===== config.mk =====
export PLATFORM = sky130hd
export DESIGN_NAME = dsp_op_sequencer
export DESIGN_NICKNAME = d
export VERILOG_FILES = /design/src/rtl/dsp_seq_pkg.sv /design/src/rtl/dsp_result_fifo.sv /design/src/rtl/dsp_op_sequencer.sv
export SDC_FILE = /design/constraint.sdc
export NUM_CORES = 1
export LEC_CHECK = 0
export ABC_AREA = 1
export CORE_ASPECT_RATIO = 0.6
export CORE_MARGIN = 3
export CORE_UTILIZATION = 40
export DETAILED_ROUTE_END_ITERATION = 8
export PLACE_DENSITY = 0.66
export SKIP_LAST_GASP = 1
export SYNTH_ARGS = -nofsm -noshare
export SYNTH_HDL_FRONTEND = slang
export SYNTH_SLANG_ARGS = --single-unit

===== constraint.sdc =====
create_clock -name clk -period 5.5 [get_ports clk]
set_clock_uncertainty 0.2 [all_clocks]
set_input_delay 1.1 -clock clk [delete_from_list [all_inputs] [get_ports clk]]
set_output_delay 1.1 -clock clk [all_outputs]
set_load 0.05 [all_outputs]

===== src/rtl/dsp_seq_pkg.sv =====
// Shared opcodes, DSP48E1 control encodings and default sizing for the op sequencer.
package dsp_seq_pkg;

  localparam int unsigned DSP_LATENCY_DEF = 3;
  localparam int unsigned OP_W            = 2;
  localparam int unsigned A_W             = 25;
  localparam int unsigned B_W             = 18;
  localparam int unsigned BUS_W           = 32;
  localparam int unsigned INMODE_W        = 5;
  localparam int unsigned ALUMODE_W       = 4;
  localparam int unsigned OPMODE_W        = 7;

  typedef enum logic [OP_W-1:0] {
    OP_MUL  = 2'b00,
    OP_MAC  = 2'b01,
    OP_ADDC = 2'b10,
    OP_SUBC = 2'b11
  } dsp_op_e;

  // Control word presented to the stage alongside the operands.
  typedef struct packed {
    logic [INMODE_W-1:0]  inmode;
    logic [ALUMODE_W-1:0] alumode;
    logic [OPMODE_W-1:0]  opmode;
  } dsp_ctrl_t;

  localparam logic [INMODE_W-1:0]  INMODE_AB    = 5'b00000;
  localparam logic [OPMODE_W-1:0]  OPMODE_MUL   = 7'b000_0101;
  localparam logic [OPMODE_W-1:0]  OPMODE_MAC   = 7'b010_0101;
  localparam logic [OPMODE_W-1:0]  OPMODE_C_AB  = 7'b011_0101;
  localparam logic [OPMODE_W-1:0]  OPMODE_IDLE  = 7'b010_0000;
  localparam logic [ALUMODE_W-1:0] ALUMODE_ADD  = 4'b0000;
  localparam logic [ALUMODE_W-1:0] ALUMODE_ZSUB = 4'b0011;

  // IDLE feeds P back through Z so an accumulator survives issue gaps.
  localparam dsp_ctrl_t CTRL_IDLE = '{inmode: INMODE_AB, alumode: ALUMODE_ADD, opmode: OPMODE_IDLE};

  // Map an opcode to its stage control word.
  function automatic dsp_ctrl_t op_ctrl(input dsp_op_e op);
    dsp_ctrl_t c;
    c = CTRL_IDLE;
    case (op)
      OP_MUL:  c = '{inmode: INMODE_AB, alumode: ALUMODE_ADD,  opmode: OPMODE_MUL};
      OP_MAC:  c = '{inmode: INMODE_AB, alumode: ALUMODE_ADD,  opmode: OPMODE_MAC};
      OP_ADDC: c = '{inmode: INMODE_AB, alumode: ALUMODE_ADD,  opmode: OPMODE_C_AB};
      OP_SUBC: c = '{inmode: INMODE_AB, alumode: ALUMODE_ZSUB, opmode: OPMODE_C_AB};
      default: c = CTRL_IDLE;
    endcase
    return c;
  endfunction

endpackage


===== src/rtl/dsp_result_fifo.sv =====
// Show-ahead synchronous FIFO with occupancy count; push and pop may coincide even when full.
module dsp_result_fifo #(
  parameter int unsigned WIDTH = 36,
  parameter int unsigned DEPTH = 4,
  localparam int unsigned PTR_W = (DEPTH > 1) ? $clog2(DEPTH) : 1,
  localparam int unsigned CNT_W = $clog2(DEPTH + 1)
) (
  input  logic             clk,
  input  logic             rst,
  input  logic             push,
  input  logic [WIDTH-1:0] push_data,
  input  logic             pop,
  output logic             out_valid,
  output logic [WIDTH-1:0] out_data,
  output logic [CNT_W-1:0] count
);

  logic [WIDTH-1:0] mem_q [DEPTH];
  logic [PTR_W-1:0] wr_ptr_q;
  logic [PTR_W-1:0] rd_ptr_q;
  logic             do_push_c;
  logic             do_pop_c;
  logic [CNT_W-1:0] count_n_c;

  function automatic logic [PTR_W-1:0] ptr_inc(input logic [PTR_W-1:0] p);
    return (p == PTR_W'(DEPTH - 1)) ? '0 : p + PTR_W'(1);
  endfunction

  // Qualify requests and compute the next occupancy.
  always_comb begin
    do_pop_c  = pop && (count != '0);
    do_push_c = push && ((count != CNT_W'(DEPTH)) || do_pop_c);
    count_n_c = count;
    case ({do_push_c, do_pop_c})
      2'b10:   count_n_c = count + CNT_W'(1);
      2'b01:   count_n_c = count - CNT_W'(1);
      default: count_n_c = count;
    endcase
  end

  // Storage, pointers, occupancy and registered valid flag.
  always_ff @(posedge clk) begin
    if (rst) begin
      wr_ptr_q  <= '0;
      rd_ptr_q  <= '0;
      count     <= '0;
      out_valid <= 1'b0;
      for (int unsigned i = 0; i < DEPTH; i++) begin
        mem_q[i] <= '0;
      end
    end else begin
      if (do_push_c) begin
        mem_q[wr_ptr_q] <= push_data;
        wr_ptr_q        <= ptr_inc(wr_ptr_q);
      end
      if (do_pop_c) begin
        rd_ptr_q <= ptr_inc(rd_ptr_q);
      end
      count     <= count_n_c;
      out_valid <= (count_n_c != '0);
    end
  end

  assign out_data = mem_q[rd_ptr_q];

endmodule


===== src/rtl/dsp_op_sequencer.sv =====
// Command front-end for a DSP48E1 stage: issues operands/controls, tracks
// the fixed pipeline latency and buffers tagged results under credit control.
module dsp_op_sequencer
  import dsp_seq_pkg::*;
#(
  parameter int unsigned DSP_LATENCY = DSP_LATENCY_DEF,
  parameter int unsigned FIFO_DEPTH  = 4,
  parameter int unsigned TAG_W       = 4
) (
  input  logic                 clk,
  input  logic                 rst,
  input  logic                 cmd_valid,
  output logic                 cmd_ready,
  input  logic [OP_W-1:0]      cmd_op,
  input  logic [A_W-1:0]       cmd_a,
  input  logic [B_W-1:0]       cmd_b,
  input  logic [TAG_W-1:0]     cmd_tag,
  output logic [BUS_W-1:0]     a_out,
  output logic [BUS_W-1:0]     b_out,
  output logic [INMODE_W-1:0]  inmode_out,
  output logic [ALUMODE_W-1:0] alumode_out,
  output logic [OPMODE_W-1:0]  opmode_out,
  input  logic [BUS_W-1:0]     p_in,
  output logic                 res_valid,
  input  logic                 res_ready,
  output logic [BUS_W-1:0]     res_data,
  output logic [TAG_W-1:0]     res_tag
);

  localparam int unsigned CNT_W   = $clog2(FIFO_DEPTH + 1);
  localparam int unsigned SUM_W   = CNT_W + 1;
  localparam int unsigned ENTRY_W = TAG_W + BUS_W;

  logic                   accept_c;
  logic                   push_c;
  logic                   pop_c;
  dsp_ctrl_t              ctrl_c;
  logic [SUM_W-1:0]       credit_used_c;
  logic [CNT_W-1:0]       inflight_q;
  logic [CNT_W-1:0]       fifo_count;
  logic                   issue_q;
  logic [TAG_W-1:0]       issue_tag_q;
  logic [DSP_LATENCY-1:0] trk_valid_q;
  logic [TAG_W-1:0]       trk_tag_q [DSP_LATENCY];
  logic [ENTRY_W-1:0]     fifo_out;

  // Credit check: ops in the pipe plus buffered results never exceed FIFO space.
  always_comb begin
    credit_used_c = SUM_W'(inflight_q) + SUM_W'(fifo_count);
    ctrl_c        = op_ctrl(dsp_op_e'(cmd_op));
  end

  assign cmd_ready = !rst && (credit_used_c < SUM_W'(FIFO_DEPTH));
  assign accept_c  = cmd_valid && cmd_ready;
  assign push_c    = trk_valid_q[DSP_LATENCY-1];
  assign pop_c     = res_valid && res_ready;

  // Operand/control issue registers: one-cycle control pulse, operands hold.
  always_ff @(posedge clk) begin
    if (rst) begin
      a_out       <= '0;
      b_out       <= '0;
      inmode_out  <= '0;
      alumode_out <= '0;
      opmode_out  <= OPMODE_IDLE;
      issue_q     <= 1'b0;
      issue_tag_q <= '0;
    end else begin
      issue_q <= accept_c;
      if (accept_c) begin
        a_out       <= {{(BUS_W - A_W){cmd_a[A_W-1]}}, cmd_a};
        b_out       <= {{(BUS_W - B_W){cmd_b[B_W-1]}}, cmd_b};
        inmode_out  <= ctrl_c.inmode;
        alumode_out <= ctrl_c.alumode;
        opmode_out  <= ctrl_c.opmode;
        issue_tag_q <= cmd_tag;
      end else begin
        inmode_out  <= CTRL_IDLE.inmode;
        alumode_out <= CTRL_IDLE.alumode;
        opmode_out  <= CTRL_IDLE.opmode;
      end
    end
  end

  // Latency tracker: tail lines up with the cycle p_in carries the op's result.
  always_ff @(posedge clk) begin
    if (rst) begin
      trk_valid_q <= '0;
      for (int unsigned i = 0; i < DSP_LATENCY; i++) begin
        trk_tag_q[i] <= '0;
      end
    end else begin
      trk_valid_q[0] <= issue_q;
      trk_tag_q[0]   <= issue_tag_q;
      for (int unsigned i = 1; i < DSP_LATENCY; i++) begin
        trk_valid_q[i] <= trk_valid_q[i-1];
        trk_tag_q[i]   <= trk_tag_q[i-1];
      end
    end
  end

  // Outstanding-op counter: up on accept, down on push.
  always_ff @(posedge clk) begin
    if (rst) begin
      inflight_q <= '0;
    end else begin
      case ({accept_c, push_c})
        2'b10:   inflight_q <= inflight_q + CNT_W'(1);
        2'b01:   inflight_q <= inflight_q - CNT_W'(1);
        default: inflight_q <= inflight_q;
      endcase
    end
  end

  dsp_result_fifo #(
    .WIDTH (ENTRY_W),
    .DEPTH (FIFO_DEPTH)
  ) u_result_fifo (
    .clk       (clk),
    .rst       (rst),
    .push      (push_c),
    .push_data ({trk_tag_q[DSP_LATENCY-1], p_in}),
    .pop       (pop_c),
    .out_valid (res_valid),
    .out_data  (fifo_out),
    .count     (fifo_count)
  );

  assign res_tag  = fifo_out[ENTRY_W-1:BUS_W];
  assign res_data = fifo_out[BUS_W-1:0];

endmodule


# Yosys cells after proc, flatten, opt, wreduce, memory -nomap -nowiden
# Memories as Yosys holds them, arrays and structs flattened. A register that Yosys moved wholly into a read port is not among the register bits.
# Index checks and enable logic that the tools add are counted.
# totals
regBits	78
ram_bits	156
inputBits	85
output_inout_bits	118
wordCells	69
memories	2
# classes
add_sub_neg	7
n_lt_le_gt_ge	1
n_eq_ne	10
muxes	19
bitwise	4
reduce_logical	13
# mem_list
name	depth	width	read_ports	rd_ports_with_merged_regs	write_ports	line_no	rtl
u_result_fifo.mem_q	4	36	1	1	4	dsp_result_fifo.sv:18	logic [WIDTH-1:0] mem_q [DEPTH];
trk_tag_q	3	4	3	0	3	dsp_op_sequencer.sv:44	logic [TAG_W-1:0] trk_tag_q [DSP_LATENCY];
# ops
op	count
case mux 16 bit (4 select lines)	1
2-to-1 mux 36 bit	1
OR reduction 36 bit	1
== test 2 bit, second input constant	6
2-to-1 mux 4 bit	3
case mux 3 bit (2 select lines)	2
2-to-1 mux 2 bit	5
2-to-1 mux 1 bit	7
adder 3 x 1 -> 3 bit, second input constant	2
== test 2 x 1 -> 1 bit, second input constant	3
nonzero test 3 bit	2
subtractor 3 x 1 -> 3 bit, second input constant	2
logical AND 1 bit	5
adder 2 x 1 -> 2 bit, second input constant	2
adder 3 x 3 -> 4 bit	1
< comparator 4 x 3 -> 1 bit, second input constant	1
!= test 3 bit, second input constant	1
OR 1 bit	3
zero test 2 bit	1
nonzero test 2 bit	1
OR reduction 2 bit	1
zero test 1 bit	1
logical OR 1 bit	1
inverter 1 bit	1

# Depth between registers and ports, before layout
# Gate-level depths: netlist of the first run.
# logic_depth
ltp_word	9
depth_mapped	14
ltp_nobuf	12

# Modules after synthesis
# A second synthesis of the first run with hierarchy kept.
# unflattened
hier_cells	1129
area_unflattened_um2	10043.4
# by_module_without_submodules
mod	instances	cells_per_inst	area_per_inst_um2	seq_area_each_um2
dsp_result_fifo	1	610	6660.1	4524.3
dsp_op_sequencer	1	519	3383.2	1401.3

# Worst setup path after synthesis of the first run
# OpenSTA, ideal clock, no wires.
# synth_path
path_kind	input to register
start	input res_ready
end	memory u_result_fifo.mem_q[3][0] (enable)
setup_ns	0.483
arrival_time_ns	4.058
required_ns	4.817
setup_slack_ns	0.758
stages	4
path_buffers	0
cell_sequence	nand2_1 -> nand3_1 -> nand2_2 -> o31ai_1
# synth_lines
item	line_no	rtl
start: declaration	dsp_op_sequencer.sv:25	input logic res_ready,
end: declaration	dsp_result_fifo.sv:18	

==> metrics.cfg, run 1 <==
[layout]
final_common_cell = nor2_1
fillCellCount = 2031
finalInstanceArea_mm2 = 0.01190
layout.nets = 1169
layout_common_cells = 237 x nor2_1, 191 x clkdlybuf4s50_1, 144 x edfxtp_1
drive_gt1_share_pct = 5.581
seqCellArea_mm2 = 0.005927
antennaDiodeCount = 0
syn2layout_area_growth_pct = 28.92
multi_input_area_mm2 = 0.002531

[global_routing]
grt_remaining_overflow = 0
grt_pass1_wl_mm = 34.10
grt_pass1_vias = 6290
antenna_found_initial = 0
grt_max_degree = 73
grt.total_usage_pct = 16.91

[yosys]
syn_avg_cell_area_um2 = 9.929
yosys_warnings = 0
syn_area_mm2 = 0.009234
seq_area_frac_synth_pct = 64.17
synthesis.instances = 930
synth-seq-cells = 224
synth_cell_types = 29

[sta]
setup_tns_ps = 0
holdWs_ps = 202.6
fin_crit_sh_pct = 83.85
rsz0062_at_grt = false
hold_violations = 0
relSlewSlack_pct = 29.46
slew_viol_final = 0
timing.fmax_mhz = 216.8
tightest_slew_ps = 1057
setup_viol = 0
finalCriticalPeriod_ps = 4612

[worst_setup_path]
critPathTopFamily = buffers and inverters
path_max_fanout = 37
slowest_delay_ps = 870
critical-path-slowest-cell = clkdlybuf4s50_1
regToRegStartpoint = u_result_fifo.count[0]$_SDFF_PP0_
worstSetupEndpointType = primary output
arrival_ps = 3310
startpoint_type = flip-flop
crit_buf_inv = 3
crit_type = reg2out
cp_cell_sequence = buf_4, inv_1, o21ai_0, o22ai_1, clkdlybuf4s50_1
worstPathRequired_ps = 4200

[floorplanning]
io_pins = 203
die_area_mm2 = 0.02500
die_y_um = 123.7
rows = 42
initial_utilization_pct = 41.34
die_w_um = 202.2
core-area_mm2 = 0.02233

[outcome]
outcome = completed

[min_path]
hold_start = trk_valid_q[1]$_SDFF_PP0_
hp-class = reg2reg

[drt]
drtIter0Drc = 573
routed_via_density = 4.819
drt_wl_total_mm = 22.08
wl_per_cell_um = 15.76
dr.pass1.iters = 5
drc = 0
vias = 6751
ant_nets = 0

[run]
maxCapViolations = 0

[power]
pwr-share-clk_pct = 41.2
seq_power_share_pct = 48.0
leakage_nw = 4.656
switchingPower_mw = 0.9493
p_comb_share_pct = 10.8
ir_drop_mv = 0.2259
p_sw_share_pct = 24.29
p_per_area_mw_per_mm2 = 328.2
p_int_mw = 2.958

[clock_network]
clkTransAtPathRegs_ps = 60
cts_root_buf = clkbuf_16
cts.repair.resized = 0
insertion_delay_ps = 510
numCtsBuffers = 22
htree_levels = 1
cts_tree = done
cts_hold_buf = 0
cts_sinks = 224
cts_setup_buffers = 0
clock_path_buffers = 3

[placement]
hpwl_mm = 13.78
placed_area_mm2 = 0.01111
io_buffer_count = 192
gp_congestion = 0.7872

worst min-delay path: cells and delay by family, from the launching register on:
kind                   cells  cell delay (ps)
DFF                        1              300
buffers and inverters      1               40
and+or+nand+nor            1               30
cell usage after synthesis:
master	instances	area, um^2
nor2_1	237	889.6
edfxtp_1	144	4324
nand2_1	104	390.4
o21ai_0	83	415.4
dfxtp_1	80	1602
inv_1	73	274.0
a21oi_1	51	255.2
o22ai_1	37	231.5
buf_4	33	247.7
clkbuf_1	24	90.09
buf_2	15	75.07
nand3_1	13	65.06
buf_6	11	123.9
ha_1	5	62.56
buf_1	3	11.26
nand2_4	3	33.78
fa_1	2	40.04
a31oi_2	1	12.51
clkinv_1	1	3.750
clkinv_2	1	5.000
conb_1	1	3.750
inv_2	1	3.750
nand2_2	1	6.260
nand3b_1	1	7.510
nand4_2	1	12.51
nor2_8	1	20.02
nor3_2	1	10.01
o211a_1	1	10.01
o31ai_1	1	7.510
stage by stage:
stage	utilization, %	worst slack [ps]	total power [mW]	std cells
final	53.30	888.5	3.907	1401
after floorplan	-	758.3	2.179	939
after CTS	53.30	817.0	3.945	1401
after detailed placement	49.73	1263	2.336	1361
after global placement	49.73	1304	2.332	1361
after global routing	53.30	710.7	4.036	1401
state kept, by name, summed over array words and instances (netlist names), named ones only:
| register | flops |
|---|---|
| inflight_q | 3 |
| u_result_fifo.wr_ptr_q | 2 |
| b_out | 18 |
| opmode_out | 3 |
| a_out | 25 |
| trk_valid_q | 3 |
| u_result_fifo.out_valid | 1 |
| alumode_out | 1 |
| issue_tag_q | 4 |
| u_result_fifo.mem_q | 144 |
| u_result_fifo.rd_ptr_q | 2 |
| trk_tag_q | 12 |
| u_result_fifo.count | 3 |
| issue_q | 1 |
worst paths after layout:
kind / slack (ps) / depth (start not counted) / end
max: 890 / 5 / res_tag[0]
min: 200 / 2 / trk_valid_q[2]$_SDFF_PP0_
max reg2reg: 2370 / 8 / u_result_fifo.mem_q[0][26]$_SDFFCE_PN0P_
min reg2reg: 200 / 2 / trk_valid_q[2]$_SDFF_PP0_
per-layer routing:
metal / vias up / wire length (um) / global-route usage, %
met1: 3200 / 10790 / 25.62
met3: 26 / 1587 / 3.787
met2: 201 / 9345 / 25.11
met4: 0 / 355 / 3.286
met5: - / 0 / 0
li1: 3324 / - / -
power groups by stage:
stage          Clock (mW)  Sequential (mW)  Combinational (mW)
6_report             1.61             1.87               0.422
5_1_grt              1.71             1.88               0.449
4_1_cts              1.64             1.87               0.427
3_5_place_dp            0             1.91               0.426
3_3_place_gp            0             1.91               0.423
2_1_floorplan           0             1.97               0.212
logic make-up after synthesis:
family / count (synthesis) / synth area share [%]
buf+inv: 162 / 9.038
other cells: 1 / 0.04061
compound gates: 174 / 10.09
simple gates: 362 / 15.54
flops: 224 / 64.17
fa+ha+maj: 7 / 1.111
layout make-up:
| type | count | area share, % |
|---|---|---|
| sequential | 224 | 49.79 |
| multi-input combinational | 553 | 21.26 |
| timing repair buffer | 200 | 16.61 |
| clock buffer | 34 | 6.096 |
| tap | 308 | 3.237 |
| inverter | 76 | 2.407 |
| clock inverter | 6 | 0.5991 |
Note: power is estimated with default switching activity, not from simulation.
==> run 2: changes to the inputs <==
==> constraint.sdc (replaced) <==
create_clock -name clk -period 4.3 [get_ports clk]
set_clock_uncertainty 0.2 [all_clocks]
set_input_delay 0.86 -clock clk [delete_from_list [all_inputs] [get_ports clk]]
set_output_delay 0.86 -clock clk [all_outputs]
set_load 0.05 [all_outputs]
==> run 2 against run 1 <==
Effect of this change:
- die area did not move
- count of clock-buffer cells in the layout fell by 4
- routed wire length up 0.89%
- combinational power grew 28%
- setup slack worse by 77 ps
- non-clock buffer count increased by 8
- sequential cell count unchanged
- largest cell class unchanged
- highest routed layer unchanged
==> metrics.cfg, run 2 (synthesis results as in run 1) <==
[power]
ir_drop_mv = 0.2610  ; +16%
p_per_area_mw_per_mm2 = 421.7  ; +28%
switchingPower_mw = 1.206  ; +27%
pwr-share-clk_pct = 41.4  ; +0.2 points
p_comb_share_pct = 10.8  ; about the same
leakage_nw = 4.737  ; +1.7%
p_sw_share_pct = 24.11  ; -0.18 points
p_int_mw = 3.797  ; +28%
seq_power_share_pct = 47.8  ; -0.2 points

[min_path]
min_path_cells = 2  ; unchanged
hp-class = reg2reg

[sta]
finalCriticalPeriod_ps = 3488
fin_crit_sh_pct = 81.12
relSlewSlack_pct = 49.38  ; +20 points
setup_tns_ps = 0  ; unchanged
setup_viol = 0  ; unchanged
hold_violations = 0  ; unchanged
timing.fmax_mhz = 286.7
rsz0062_at_grt = false
slew_viol_final = 0  ; unchanged
setup_slack_ps = 812.0  ; -76.51 ps
tightest_slew_ps = 759.3  ; -297.5 ps

[layout]
reg_top3 = u_result_fifo.mem_q x144, a_out x25, b_out x18
layout_common_cells = 237 x nor2_1, 155 x clkdlybuf4s50_1, 144 x edfxtp_1
drive_gt1_share_pct = 9.809  ; +4.2 points
instances_no_fill = 1409  ; +0.57%
multi_input_area_mm2 = 0.002531  ; unchanged
syn2layout_area_growth_pct = 28.50
regMostFlops = u_result_fifo.mem_q
layout.nets = 1177  ; +0.68%
antennaDiodeCount = 0  ; unchanged
final_common_cell = nor2_1
postLayoutCoreUtil_pct = 53.13  ; -0.17 points
seqCellArea_mm2 = 0.005927  ; unchanged
fillCellCount = 2039  ; +0.39%
largest_reg_flops = 144  ; unchanged

[clock_network]
numCtsBuffers = 22  ; unchanged
cts_tree = done
cts_hold_buf = 0  ; unchanged
cts_setup_buffers = 0  ; unchanged
cts_sinks = 224  ; unchanged
clkTransAtPathRegs_ps = 60  ; about the same
cts_root_buf = clkbuf_16
htree_levels = 1  ; unchanged
clock_path_buffers = 3  ; unchanged
cts.repair.resized = 0  ; unchanged
insertion_delay_ps = 500  ; about the same

[drt]
ant_nets = 0  ; unchanged
drtIter0Drc = 590  ; +3.0%
drt_wl_total_mm = 22.27  ; +0.89%
drc = 0  ; unchanged
dr.pass1.iters = 5  ; unchanged
vias = 6733  ; -0.27%
routed_via_density = 4.779  ; -0.83%
wl_per_cell_um = 15.81  ; +0.32%

[worst_setup_path]
path_max_fanout = 5  ; -86%
critical-path-slowest-cell = clkdlybuf4s50_1
startpoint_type = flip-flop
arrival_ps = 2430  ; -880 ps
r2r_end = inflight_q[2]$_SDFFE_PP0P_
r2r_slack_ps = 1700  ; -670 ps
slowest_delay_ps = 860  ; about the same
crit_type = reg2out
reg2regPathDepth = 12  ; +4
worstSetupEndpointType = primary output
cp_cell_sequence = ha_1, nor2_1, nand2_1, a31oi_2, clkdlybuf4s50_1
regToRegStartpoint = u_result_fifo.count[2]$_SDFF_PP0_
endpoint = cmd_ready
worstPathRequired_ps = 3240  ; -960 ps
crit_start = u_result_fifo.count[2]$_SDFF_PP0_

[global_routing]
antenna_found_initial = 0  ; unchanged
grt_pass1_wl_mm = 34.57  ; +1.4%
grt_pass1_vias = 6360  ; +1.1%
grt_max_degree = 73  ; unchanged
grt_remaining_overflow = 0  ; unchanged
grt.total_usage_pct = 17.24  ; +0.33 points

[run]
maxCapViolations = 0  ; unchanged

[placement]
hpwl_mm = 13.60  ; -1.3%
place_ws_ps = 1018  ; -245.8 ps
gp_congestion = 0.7409  ; -5.9%
io_buffer_count = 192  ; unchanged
dpl.cell_count = 1369  ; +0.59%

[floorplanning]
rows = 42  ; unchanged
core-area_mm2 = 0.02233  ; unchanged
initial_utilization_pct = 41.34  ; unchanged
die_area_mm2 = 0.02500  ; unchanged
die_w_um = 202.2  ; unchanged
die_y_um = 123.7  ; unchanged
io_pins = 203  ; unchanged

[outcome]
outcome = completed

==> run 2: layout make-up <==
type	instances	area share, %
sequential	224	49.95
clock inverter	10	1.118
clock buffer	30	5.526
multi-input combinational	553	21.33
inverter	76	2.415
tap	308	3.248
timing repair buffer	208	16.41
==> run 2: worst min path at each step <==
stage	to	start	slack (ps)
after floorplan	trk_tag_q[0][10]$_SDFF_PP0_	trk_tag_q[0][6]$_SDFF_PP0_	190
after global placement	trk_valid_q[0]$_SDFF_PP0_	issue_q$_SDFF_PP0_	190
after detailed placement	trk_tag_q[0][5]$_SDFF_PP0_	trk_tag_q[0][1]$_SDFF_PP0_	190
after CTS	trk_tag_q[0][5]$_SDFF_PP0_	trk_tag_q[0][1]$_SDFF_PP0_	200
after global routing	trk_tag_q[0][4]$_SDFF_PP0_	trk_tag_q[0][0]$_SDFF_PP0_	220
final	trk_tag_q[0][5]$_SDFF_PP0_	trk_tag_q[0][1]$_SDFF_PP0_	200
==> run 2: worst max-delay path: cells and delay by family, from the launching register on <==
| family | cells | cell delay, ps |
|---|---|---|
| buffers and inverters | 1 | 860 |
| AND/OR/NAND/NOR | 2 | 140 |
| flip-flops | 1 | 420 |
| adder cells (fa/ha/maj) | 1 | 260 |
| AO/OA/AOI/OAI | 1 | 240 |
==> run 2: power by group through the flow <==
stage	Combinational (mW)	Sequential [mW]	Clock [mW]
floorplan	0.271	2.51	0
global placement	0.539	2.44	0
detailed placement	0.541	2.44	0
CTS	0.543	2.39	2.13
global route	0.572	2.40	2.20
finish	0.539	2.39	2.07
==> run 2: metrics by stage <==
stage	hold slack (ps)	total power, mW	instance area (um^2)
global route	218.3	5.171	11870
finish	199.4	5.004	11870
detailed placement	192.5	2.983	11080
floorplan	188.3	2.786	9273
CTS	201.1	5.062	11870
global placement	189.8	2.978	11080
==> run 2: routing by layer <==
layer  global-route usage, %  wire (um)  share of wire (%)  vias to the layer above
met2                   25.89       9591                 43                      205
met1                   25.76      10760                 48                     3162
met5                       0          0                  0                        -
met3                   3.630       1509                6.8                       32
li1                        -          -                  -                     3334
met4                   4.021        408                1.8                        0
